--- config.mk ---
export PLATFORM = sky130hd
export DESIGN_NAME = hazard_stall_unit
export DESIGN_NICKNAME = d
export VERILOG_FILES = /design/src/rtl/hazard_pkg.sv /design/src/rtl/hazard_stall_unit_md_busy_timer.sv /design/src/rtl/hazard_stall_unit.sv
export SDC_FILE = /design/constraint.sdc
export NUM_CORES = 1
export LEC_CHECK = 0
export BUFFER_PORTS_ARGS = -buffer_cell sky130_fd_sc_hd__buf_2
export CAP_MARGIN = 20
export CORE_UTILIZATION = 41
export CTS_BUF_LIST = sky130_fd_sc_hd__clkbuf_8 sky130_fd_sc_hd__clkbuf_16
export DETAILED_ROUTE_END_ITERATION = 7
export PLACE_DENSITY = 0.81
export SETUP_SLACK_MARGIN = 0.2
export SLEW_MARGIN = 40
export SYNTH_ARGS = -nofsm -noshare
export SYNTH_HDL_FRONTEND = slang
export SYNTH_SLANG_ARGS = --single-unit
--- constraint.sdc ---
create_clock -name clk -period 2.3 [get_ports clk]
set_input_delay 0.23 -clock clk [delete_from_list [all_inputs] [get_ports clk]]
set_output_delay 0.23 -clock clk [all_outputs]
set_load 0.05 [all_outputs]
--- src/rtl/hazard_pkg.sv ---
// hazard_pkg: shared types and constants for the hazard stall unit
package hazard_pkg;
  typedef enum logic {IDLE, MD_RUN} md_state_t;
  localparam logic MD_MUL = 1'b0;
  localparam logic MD_DIV = 1'b1;
  localparam int DEF_MUL_LAT = 4;
  localparam int DEF_DIV_LAT = 32;
  localparam logic [4:0] REG_ZERO = 5'd0;
  function automatic logic reg_hit(input logic [4:0] dst, input logic [4:0] src);
    return dst != REG_ZERO && dst == src;
  endfunction
endpackage

--- src/rtl/hazard_stall_unit_md_busy_timer.sv ---
// md_busy_timer: tracks the in-flight multiply/divide and pulses done when HI/LO is written
module md_busy_timer
  import hazard_pkg::*;
#(
  parameter int CNT_W = 8
) (
  input  logic             clk,
  input  logic             rst_n,
  input  logic             load,
  input  logic [CNT_W-1:0] latency,
  output logic             busy,
  output logic             done
);
  md_state_t state, state_nx;
  logic [CNT_W-1:0] cnt, cnt_nx;
  logic run, last;
  assign run  = state == MD_RUN;
  assign last = run && cnt == '0;
  assign busy = run;
  always_comb begin
    state_nx = last ? IDLE : (load && !run) ? MD_RUN : state;
    cnt_nx   = run ? (last ? cnt : cnt - CNT_W'(1)) : load ? latency - CNT_W'(1) : cnt;
  end
  always_ff @(posedge clk) begin
    if (!rst_n) begin
      state <= IDLE;
      cnt   <= '0;
      done  <= 1'b0;
    end else begin
      state <= state_nx;
      cnt   <= cnt_nx;
      done  <= last;
    end
  end
endmodule

--- src/rtl/hazard_stall_unit.sv ---
// hazard_stall_unit: ID-stage stall/flush control for load-use, branch-in-ID and mult/div hazards
// Define HAZARD_STATS_EN to enable the StallCycles/FlushCycles counters.
module hazard_stall_unit
  import hazard_pkg::*;
#(
  parameter int MUL_LAT = DEF_MUL_LAT,
  parameter int DIV_LAT = DEF_DIV_LAT,
  parameter int CNT_W   = 8
) (
  input  logic        clk,
  input  logic        rst_n,
  input  logic [4:0]  IFID_rs,
  input  logic [4:0]  IFID_rt,
  input  logic        IFID_UsesRt,
  input  logic        ID_Branch,
  input  logic        ID_MdStart,
  input  logic        ID_MdOp,
  input  logic        ID_ReadsHiLo,
  input  logic        IDEX_MemRd,
  input  logic        IDEX_RegWr,
  input  logic [4:0]  IDEX_rdes,
  input  logic        EXMEM_MemRd,
  input  logic [4:0]  EXMEM_rdes,
  input  logic        EX_Redirect,
  output logic        PC_Write,
  output logic        IFID_Write,
  output logic        IDEX_Bubble,
  output logic        IFID_Flush,
  output logic        MD_Busy,
  output logic        MD_Done,
  output logic [31:0] StallCycles,
  output logic [31:0] FlushCycles
);
  logic ex_rs, ex_rt, load_use, br_ex, br_mem, md_hazard, stall, busy, issue;
  assign ex_rs     = reg_hit(IDEX_rdes, IFID_rs);
  assign ex_rt     = IFID_UsesRt && reg_hit(IDEX_rdes, IFID_rt);
  assign load_use  = IDEX_MemRd && (ex_rs || ex_rt);
  assign br_ex     = ID_Branch && IDEX_RegWr && (ex_rs || ex_rt);
  assign br_mem    = ID_Branch && EXMEM_MemRd &&
                     (reg_hit(EXMEM_rdes, IFID_rs) || reg_hit(EXMEM_rdes, IFID_rt));
  assign md_hazard = busy && (ID_MdStart || ID_ReadsHiLo);
  assign stall     = load_use || br_ex || br_mem || md_hazard;
  // a redirect squashes the ID instruction, so it must not start the unit
  assign issue     = ID_MdStart && !stall && !EX_Redirect;
  md_busy_timer #(.CNT_W(CNT_W)) u_timer (
    .clk     (clk),
    .rst_n   (rst_n),
    .load    (issue),
    .latency (ID_MdOp == MD_DIV ? CNT_W'(DIV_LAT) : CNT_W'(MUL_LAT)),
    .busy    (busy),
    .done    (MD_Done)
  );
  assign PC_Write    = rst_n && (EX_Redirect || !stall);
  assign IFID_Write  = rst_n && (EX_Redirect || !stall);
  assign IDEX_Bubble = !rst_n || EX_Redirect || stall;
  assign IFID_Flush  = !rst_n || EX_Redirect;
  assign MD_Busy     = rst_n && busy;
`ifdef HAZARD_STATS_EN
  always_ff @(posedge clk) begin
    if (!rst_n) begin
      StallCycles <= '0;
      FlushCycles <= '0;
    end else begin
      StallCycles <= StallCycles + 32'(stall && !EX_Redirect);
      FlushCycles <= FlushCycles + 32'(EX_Redirect);
    end
  end
`else
  assign StallCycles = '0;
  assign FlushCycles = '0;
`endif
endmodule

After elaboration in Yosys (flattened, before gate mapping)
Index checks and enable logic that the tools add are counted.

$add $sub $neg: 2. Equality and inequality tests: 5. Multiplexer cells: 4. Bitwise logic cells: 1. Reductions and logical operators: 36.

Operators by type and width (number): $mux 8 (3); $eq 5x5->1 (4); $logic_and 1x1->1 (17); $reduce_bool 5->1 (2); $logic_or 1x1->1 (9); $logic_not 8->1 (1); $sub 8x1->8 const B (1); $sub 6x1->7 const B (1); $mux 6 (1); $logic_not 1->1 (4); $ne 2x2->1 const B (1); $reduce_and 2->1 (1); $reduce_bool 2->1 (1); $reduce_or 2->1 (1); $not 1->1 (1).

Register bits after elaboration: 10. Input bits: 31. Logic and storage cells: 51.

Longest topological paths before layout
Depth after elaboration: 13. Depth in mapped cells: 8. Depth with buffers taken out: 8.

By module
A second synthesis with hierarchy kept.

Cell total of the unflattened synthesis: 195. Area, all modules: 1555.2 um2.

Modules (own cells, without submodules): hazard_stall_unit (times used 1, cells an instance 110, area each 824.5 um2); md_busy_timer (times used 1, cells an instance 85, area each 730.7 um2).

Worst setup path before layout
No wires, ideal clock.

Path type: in2out. Start point: in EXMEM_rdes[0]. End point: out PC_Write. Arrival time: 1994 ps. Setup slack: 76 ps. Cell stages on the path: 5. Buffers on the path: 1. Path through: or3_1 o311a_4 a221oi_1 o21a_1 buf_4.

Cells in the longest elaborated chain, start to end: 9. Elaborated cells on any way between the ends: 12. Those cells by class: eq/ne (2); reduce/logical (10).

Ends and longest elaborated chain: from (decl) (line hazard_stall_unit.sv:23) `input logic [4:0] EXMEM_rdes,`; $eq 5x5->1 or $reduce_bool 5->1 (tied branches) (line hazard_pkg.sv:10) `return dst != REG_ZERO && dst == src;`; $logic_and 1x1->1 (line hazard_pkg.sv:10); $logic_or 1x1->1 * (line hazard_stall_unit.sv:40) `(reg_hit(EXMEM_rdes, IFID_rs) || reg_hit(EXMEM_rdes, IFID_rt));`; $logic_and 1x1->1 * (line hazard_stall_unit.sv:39) `assign br_mem = ID_Branch && EXMEM_MemRd &&`; $logic_or 1x1->1 * (2 in a row) (line hazard_stall_unit.sv:42) `assign stall = load_use || br_ex || br_mem || md_hazard;`; $logic_not 1->1 *; $logic_or 1x1->1 *; $logic_and 1x1->1 *; to (decl) (line hazard_stall_unit.sv:25) `output logic PC_Write,`.

Every way passes the cells marked *; elsewhere a longest branch is shown, timed or not.

Final worst setup path
Start point: in EXMEM_rdes[0]. End point: out PC_Write.

Cells in the longest elaborated chain, start to end: 9. Elaborated cells on any way between the ends: 12. Those cells by class: eq/ne (2); reduce/logical (10).

Ends and longest elaborated chain: $eq 5x5->1 or $reduce_bool 5->1 (tied branches) (line hazard_pkg.sv:10); $logic_and 1x1->1 (line hazard_pkg.sv:10); $logic_or 1x1->1 * (line hazard_stall_unit.sv:40); $logic_and 1x1->1 * (line hazard_stall_unit.sv:39); $logic_or 1x1->1 * (2 in a row) (line hazard_stall_unit.sv:42); $logic_not 1->1 * (line hazard_stall_unit.sv:53) `assign PC_Write = rst_n && (EX_Redirect || !stall);`; $logic_or 1x1->1 * (line hazard_stall_unit.sv:53); $logic_and 1x1->1 * (line hazard_stall_unit.sv:53).

Marks and branches as above.

==> metrics <==
status=finished, final reports clean; Finished Layout Cells=between 200 and 300; CTS tree=done; Final min period=2.02 ns; area of the core=0.00313 sq mm; grt ovf=0; asr flop ratio synth=0; Vias=~1100; H-Tree Depth=1; peak supply drop=between 0.4 and 0.5 mV; Area Growth Syn to Fin=3.55%; Inserted Diodes=0; critical path launch point type=input pin; P_leak=just under 0.7 nW; area leader, netlist=buf_4; Vias/cell=4.13; Final period util=0.880; Slew Limit Fails=0; wire length per cell=about 9 microns; post-placement cell count=251; Mapped Cells=around 170; initial antenna violation count=0; register area share after synthesis=0.146; Setup TNS Final=0 ns; Nets=~240; Reg clk slew, reported paths=0.05 ns; Distinct cells, synth=38; Max clock buf depth=2; DRC viols=0; DR iter-0 viols=12; largest net degree at the start of global routing=17; top post-synthesis cells by area=buf_4, dfxtp_1, xnor2_1; CTS buffer count=3; final hold violation count=0; DRT antenna net count=0; Die ar.=between 0.003 and 0.004 sq mm; routability congestion estimate=a little under 0.9; post-synthesis register bit count=10; endpoint type of the worst setup path=primary output; first-pass GRT wire length=between 3000 and 4000 microns; Starting Density=0.440; worst min-delay path class=input pin to flop; All-Layer GR Usage=0.130; Fmax achieved=slightly below 500 MHz; data arrival time of the worst path=1.79 ns; io pins=slightly above 100; clock root cell=clkbuf_8; Crit Path Class=input pin to primary output; final worst slack=0.276 ns; layout cells sized above 1=0.256; top cell type's share of synthesized area=0.355; Post-CTS Setup Repair Bufs=0; yosys warns=0; PortBufs=36; Initial DRT Pass Iterations=4; hpwl dp=1940 microns; Place WS=0.166 ns; Clock Skew=approximately 0.0037 ns; commonest register cell after synthesis=dfxtp_1; Post-synth EDFFs=0; clk sinks=10; Post-CTS Hold Buffers=0; highest-count cells in the layout ignoring fill and taps=conb_1, buf_2, xnor2_1, nand2_1, dfxtp_1; Die H=between 50 and 60 microns; unrepaired setup endpoints after global routing=true; crit path max fanout=3; final setup vio count=0; die width=59.9 microns; WP data required=2.07 ns; Routed WL=between 2000 and 2500 microns; most common cell after layout, fill and taps aside=conb_1; Max Cap Viol=0; Mapped Area=approximately 0.0014 sq mm; Post-Synthesis Mean Instance Area=about 8 sq um; vias in the first global route=a little under 900; power density over the cells=649 mW/mm^2; FP Rows=20; clock latency on the worst-skew pair=0.23 ns; Overall Power=0.000924 W
-- worst max-delay path, cell delays in order --
cell and delay [ns]:
buf_2 0.12, or3_1 0.40, o311a_4 0.34, a221oi_2 0.29
o21a_2 0.16, buf_2 0.25
-- cell families after synthesis --
logic type / share of synthesized area
simple gates: 0.194
buf+inv: 0.366
mux: 0.0155
xor+xnor: 0.127
other cells: 0.00273
flops: 0.146
fa+ha+maj: 0.00910
compound gates: 0.140
-- metal layers --
metal	track usage	vias up	wire length [microns]
li1	-	530	-
met1	0.149	474	950
met2	0.248	49	1240
met3	0.0325	0	115
met4	0.00997	0	0
met5	0	-	0
-- flip-flops by register name, indices dropped and copies added (netlist names) --
name / flops
u_timer.busy: 1
u_timer.done: 1
u_timer.cnt: 8
-- power by group --
group,leakage (nW),switching [W],total (W),internal [W]
clock,0.0288,0.0000684,0.000219,0.000150
combinational,0.575,0.000367,0.000498,0.000132
sequential,0.0817,0.0000188,0.000207,0.000188
total,0.686,0.000454,0.000924,0.000471
-- synth_stat cells, types with 2 or more instances --
| cell type | number |
|---|---|
| o22ai_1 | 2 |
| a21oi_1 | 5 |
| o21a_1 | 4 |
| nor2b_1 | 2 |
| o21ai_0 | 2 |
| nand2_1 | 13 |
| nor2_1 | 3 |
| o211ai_1 | 3 |
| and2_1 | 2 |
| nand3_1 | 7 |
| or3_1 | 2 |
| nand3b_1 | 2 |
| inv_1 | 2 |
| buf_4 | 65 |
| nand2b_1 | 2 |
| clkbuf_1 | 2 |
| dfxtp_1 | 10 |
| nor3_1 | 6 |
| or3b_2 | 2 |
| xnor2_1 | 20 |
-- per-stage QoR --
step                      hold WS, ns  instance area (sq um)  utilization
after CTS                       0.321                   1420        0.454
after global placement          0.525                   1360        0.435
after global routing            0.330                   1420        0.455
after detailed placement        0.532                   1360        0.435
final                           0.327                   1420        0.455
after floorplan                 0.399                   1610            -
-- what timing repair did --
action / CTS / global route
gates resized for setup: 1 / 1
setup endpoints to repair: 2 / 3
cloned: 0 / 0
-- final timing paths --
| check | start | endpoint | slack (ns) | cells after the start |
|---|---|---|---|---|
| hold reg to reg | u_timer.cnt[1] | u_timer.cnt[1] | 0.54 | 1 |
| setup / recovery | EXMEM_rdes[0] | PC_Write | 0.28 | 6 |
| setup reg to reg | u_timer.cnt[0] | u_timer.cnt[0] | 0.33 | 7 |
| hold / removal | ID_MdOp | u_timer.cnt[4] | 0.33 | 3 |
-- layout make-up --
type	count	area (sq um)
fillers	337	1700
multi-input cells	158	918
flip-flops and latches	10	200
repair buffers	37	188
clock buffers	4	55.1
well taps	44	55.1
inverters	2	7.51
Power figures use the tool's default switching activity.
